File: src/rtl/instruction_fetch_unit.sv
// instruction_fetch_unit: PC/ROM reader feeding a small fetch queue with valid/ready output and redirect.
module instruction_fetch_unit #(
  parameter int          ROM_ENTRIES    = 16,
  parameter int          ROM_ADDR_WIDTH = 4,
  parameter int          FQ_DEPTH       = 4,
  parameter logic [31:0] RESET_PC       = 32'h0
) (
  input  logic                      clock,
  input  logic                      reset,
  output logic [ROM_ADDR_WIDTH-1:0] rom_addr,
  input  logic [31:0]               rom_instruction,
  input  logic                      redirect_valid,
  input  logic [31:0]               redirect_pc,
  output logic                      out_valid,
  input  logic                      out_ready,
  output logic [31:0]               out_instruction,
  output logic [31:0]               out_pc,
  output logic                      fetch_done
);
  localparam int          AW     = $clog2(FQ_DEPTH);
  localparam int          CW     = AW + 1;
  localparam logic [31:0] END_PC = 32'(ROM_ENTRIES * 4);
  typedef enum logic {FETCH, DONE} state_e;
  state_e          state_q;
  logic [31:0]     pc_q, inflight_pc_q;
  logic            inflight_q;
  logic [CW-1:0]   count_q, count_d;
  logic [AW-1:0]   wr_q, rd_q;
  logic [31:0]     fq_pc_q  [FQ_DEPTH];
  logic [31:0]     fq_ins_q [FQ_DEPTH];
  logic            issue, push, pop;
  assign rom_addr        = pc_q[ROM_ADDR_WIDTH+1:2];
  assign out_valid       = (count_q != '0) && !redirect_valid;
  assign pop             = out_valid && out_ready;
  assign push            = inflight_q && !redirect_valid;
  // Slots are reserved at issue time, so a pending ROM word always has room.
  assign issue           = (state_q == FETCH) && (pc_q < END_PC) && !redirect_valid &&
                           ((count_q + CW'(inflight_q)) < CW'(FQ_DEPTH));
  assign count_d         = count_q + CW'(push) - CW'(pop);
  assign out_instruction = out_valid ? fq_ins_q[rd_q] : '0;
  assign out_pc          = out_valid ? fq_pc_q[rd_q] : '0;
  assign fetch_done      = (state_q == DONE) && (count_q == '0) && !inflight_q;
  always_ff @(posedge clock) begin
    if (reset) begin
      state_q       <= FETCH;
      pc_q          <= RESET_PC;
      inflight_q    <= 1'b0;
      inflight_pc_q <= '0;
      count_q       <= '0;
      wr_q          <= '0;
      rd_q          <= '0;
    end else if (redirect_valid) begin
      state_q    <= FETCH;
      pc_q       <= redirect_pc & ~32'h3;
      inflight_q <= 1'b0;
      count_q    <= '0;
      wr_q       <= '0;
      rd_q       <= '0;
    end else begin
      state_q    <= (state_q == FETCH && pc_q >= END_PC) ? DONE : state_q;
      inflight_q <= issue;
      if (issue) begin
        inflight_pc_q <= pc_q;
        pc_q          <= pc_q + 32'd4;
      end
      if (push) wr_q <= wr_q + AW'(1);
      if (pop) rd_q <= rd_q + AW'(1);
      count_q <= count_d;
    end
  end
  always_ff @(posedge clock) begin
    if (push) begin
      fq_pc_q[wr_q]  <= inflight_pc_q;
      fq_ins_q[wr_q] <= rom_instruction;
    end
  end
endmodule
File: config.mk
export PLATFORM = sky130hd
export DESIGN_NAME = instruction_fetch_unit
export DESIGN_NICKNAME = d
export VERILOG_FILES = /design/src/rtl/instruction_fetch_unit.sv
export SDC_FILE = /design/constraint.sdc
export NUM_CORES = 1
export LEC_CHECK = 0
export BUFFER_PORTS_ARGS = -buffer_cell sky130_fd_sc_hd__buf_2
export CAP_MARGIN = 20
export CORE_UTILIZATION = 45
export DETAILED_ROUTE_END_ITERATION = 6
export SYNTH_ARGS = -nofsm -noshare
export SYNTH_HDL_FRONTEND = slang
export SYNTH_SLANG_ARGS = --single-unit
File: constraint.sdc
create_clock -name clock -period 3.9 [get_ports clock]
set_input_delay 0.195 -clock clock [delete_from_list [all_inputs] [get_ports clock]]
set_output_delay 0.195 -clock clock [all_outputs]
set_load 0.01 [all_outputs]
==> summary.md <==
| Metric | Value |
|---|---|
| Status | finished clean |
| First-pass GRT wire length | 34.6 mm |
| CP Capture Type | primary output |
| Syn Area/Cell | 18.5 µm² |
| Min-delay src | redirect_pc[2] |
| Final Cell Area | 14600 µm² |
| RSZ-0062 raised after global routing | false |
| CTS tree | built |
| Antenna cells | 0 |
| Post-detailed-route count of antenna-violating nets | 0 |
| WS Path Type | flip-flop to primary output |
| Clk Latency, worst-skew pair | 520 ps |
| Switch share | 0.193 |
| Synth cell types | 40 |
| Detailed Place HPWL | 12.1 mm |
| Final Skew | 21.6 ps |
| Seq cells post-synth | 319 |
| Wire per inst | 18.5 µm |
| Cells along the critical path | buf_4, mux4_2, and2_1, buf_2 |
| Yosys Warn Count | 0 |
| Max VDD drop | 0.000294 V |
| Area growth syn-to-layout | 21.8% |
| Fin nets | 923 |
| Setup TNS | 0 ps |
| Clock group share of total power | 0.440 |
| Buffers on Ports | 133 |
| Post-synth ARST share | 0 |
| # IOs | 138 |
| Post-place setup slack | 1540 ps |
| CP Launch Type | flip-flop |
| Switch Pwr | 1.32 mW |
| Internal power | 5.54 mW |
| Register share of total power | 0.535 |
| Final setup margin | 1120 ps |
| Comb pwr share | 0.025 |
| Share of the synthesized area in the top cell type | 0.621 |
| H-tree depth | 2 |
| Synth Area in Simple Gates | 0.0741 |
| P_leak | 5.12 nW |
| Hold crit path type | primary input to flip-flop |
| Crit path required time | 3700 ps |
| Max_cap viols | 0 |
| Synth cell count leaders | 248 x edfxtp_1, 94 x and2_1, 71 x dfxtp_1 |
| Ranking of synthesized cells by area | edfxtp_1 62%, dfxtp_1 12%, mux4_2 12%, and2_1 4.9%, mux2i_1 2.6% |
| Most frequent cell after synthesis | edfxtp_1 |
| WL final | 22.3 mm |
| Least-Margin Pin Slew | 1020 ps |
| Vias in the first global route | 6524 |
| Starting Density | 0.460 |
| Share of synthesized area occupied by flip-flops and latches | 0.740 |
| Core box area | 26100 µm² |
| Pwr/cell area | 470 nW/µm² |
| R2r startpoint | count_q[1] |
| GRT Total Usage | 0.168 |
| Largest family of logic cells by synthesized area | multiplexers |
| Placed cells | 1084 |
| Grt ovf | 0 |
| Post-route minimum period | 2780 ps |
| Mux cell area share after synthesis | 0.142 |
| Post-synthesis cell count | 649 |
| Chip height | 165 µm |
| Non-Filler Instances | 1206 |
| Clock Sinks | 319 |
| Synth Area in XOR/XNOR | 0.00365 |
| Critical Path Max Stage Delay | 780 ps |
| Critical path fanouts, max | 31 |
| Synthesized cell area | 12000 µm² |
| Slew HR | 0.322 |
| Routed vias | 6181 |
| First-pass DRT Iterations | 4 |
| Critical-path top delay cell | dfxtp_4 |
| Critical path arrival | 2590 ps |
| Die area | 27300 µm² |
| Largest net degree at the start of global routing | 65 |
| Adder-Cell Fraction of Synth Area | 0.0100 |
| Post-CTS Setup Bufs | 0 |
| Dpl cell area | 12900 µm² |
| Cell taking the most area after synthesis | edfxtp_1 |
| Root buffer cell | clkbuf_16 |
| Final Cycle Share | 0.714 |
| Max Root-Sink Buffers | 3 |
| EDFF count, synth | 248 |
| Final setup viols | 0 |
| Total CTS buffers | 35 |
| Final count of hold timing violations | 0 |
| Via-per-instance ratio | 5.13 |
| Main synth FF type | edfxtp_1 |
| Layout cells sized above 1 | 0.300 |
| Initial DRC count | 361 |
| Drt drc | 0 |
| FMAX | 0.359 GHz |
| Final Max Tran Viols | 0 |
| Row cnt | 59 |
| Clock-pin slew on the worst setup and hold paths | 60 ps |
| Post-synthesis compound-gate area fraction | 0.00825 |
| Initial antenna violation count | 0 |
| Filler instances | 2070 |
| Die X | 165 µm |
| PnR Total Power | 6.86 mW |
| GPL Wtd Cong | 0.716 |
layout by cell type (no fill, tap or decap), drive strengths merged, types with 3 or more instances in the layout:
cell type,Yosys,layout
edfxtp,248,248
buf,18,139
and2,94,94
dfxtp,71,71
mux4,62,62
dlygate4sd3,0,60
clkbuf,22,44
nor2,42,42
mux2i,31,31
inv,12,15
clkinv,0,13
ha,8,8
or4,4,4
xnor2,4,4
nor3,3,3
nor2b,3,3
nand4,3,3
a21oi,3,3
power by group through the flow:
stage | registers [mW] | logic, mW | clock network (mW)
2_1_floorplan | 3.74 | 0.0665 | 0
3_3_place_gp | 3.74 | 0.114 | 0
3_5_place_dp | 3.74 | 0.125 | 0
4_1_cts | 3.67 | 0.173 | 3.10
5_1_grt | 3.67 | 0.191 | 3.24
6_report | 3.67 | 0.173 | 3.02
layout make-up:
class                           count  area [µm²]  share of cell area
Clock buffer                       44         910              0.0623
Multi-Input combinational cell    279        2880               0.197
Tap cell                          335         419              0.0287
Sequential cell                   319        8880               0.608
Inverter                           12        45.0             0.00309
Timing Repair Buffer              199        1320              0.0903
Clock inverter                     18         145             0.00994
routing by layer:
layer | global-route usage | vias to the layer above | wire (µm)
met5 | 0 | - | 0
met4 | 0.0496 | 0 | 301
met3 | 0.0377 | 31 | 1240
met2 | 0.285 | 160 | 11200
met1 | 0.216 | 3137 | 9550
li1 | - | 2853 | -
metrics by stage:
| stage | utilization | hold slack, ps |
|---|---|---|
| finish | 0.560 | 58.1 |
| CTS | 0.560 | 33.6 |
| floorplan | - | 294 |
| detailed placement | 0.497 | 412 |
| global placement | 0.496 | 406 |
| global route | 0.560 | 37.4 |
sequential cells by signal, indices dropped and copies added, names as in the netlist, named ones only:
signal         count
count_q            3
fq_ins_q         128
fq_pc_q          120
inflight_pc_q     30
inflight_q         1
pc_q              30
rd_q               2
state_q            1
wr_q               2
cells by family after synthesis:
kind of cell | count (synthesis)
AND/OR/NAND/NOR | 158
AO/OA/AOI/OAI | 12
buffers and inverters | 52
flip-flops | 319
other | 1
XOR/XNOR | 5
multiplexers | 93
adder cells (fa/ha/maj) | 9
worst paths after layout:
kind | to | slack (ps) | depth (start not counted)
setup reg to reg | count_q[2] | 1570 | 10
hold reg to reg | pc_q[12] | 490 | 2
hold / removal | pc_q[2] | 60 | 3
setup / recovery | out_instruction[9] | 1120 | 4
critical path, delay by kind of cell, from the launching register on:
kind / cells / cell delay, ps
muxes: 1 / 540
buffers and inverters: 2 / 560
and+or+nand+nor: 1 / 200
DFF: 1 / 780
repair_timing:
action / 4_1_cts / 5_1_grt
resized for setup: 0 / 0
hold buffers: 60 / 0
endpoints found under the hold margin: 156 / 0
setup endpoints to repair: 0 / 0
Power figures use the tool's default switching activity.
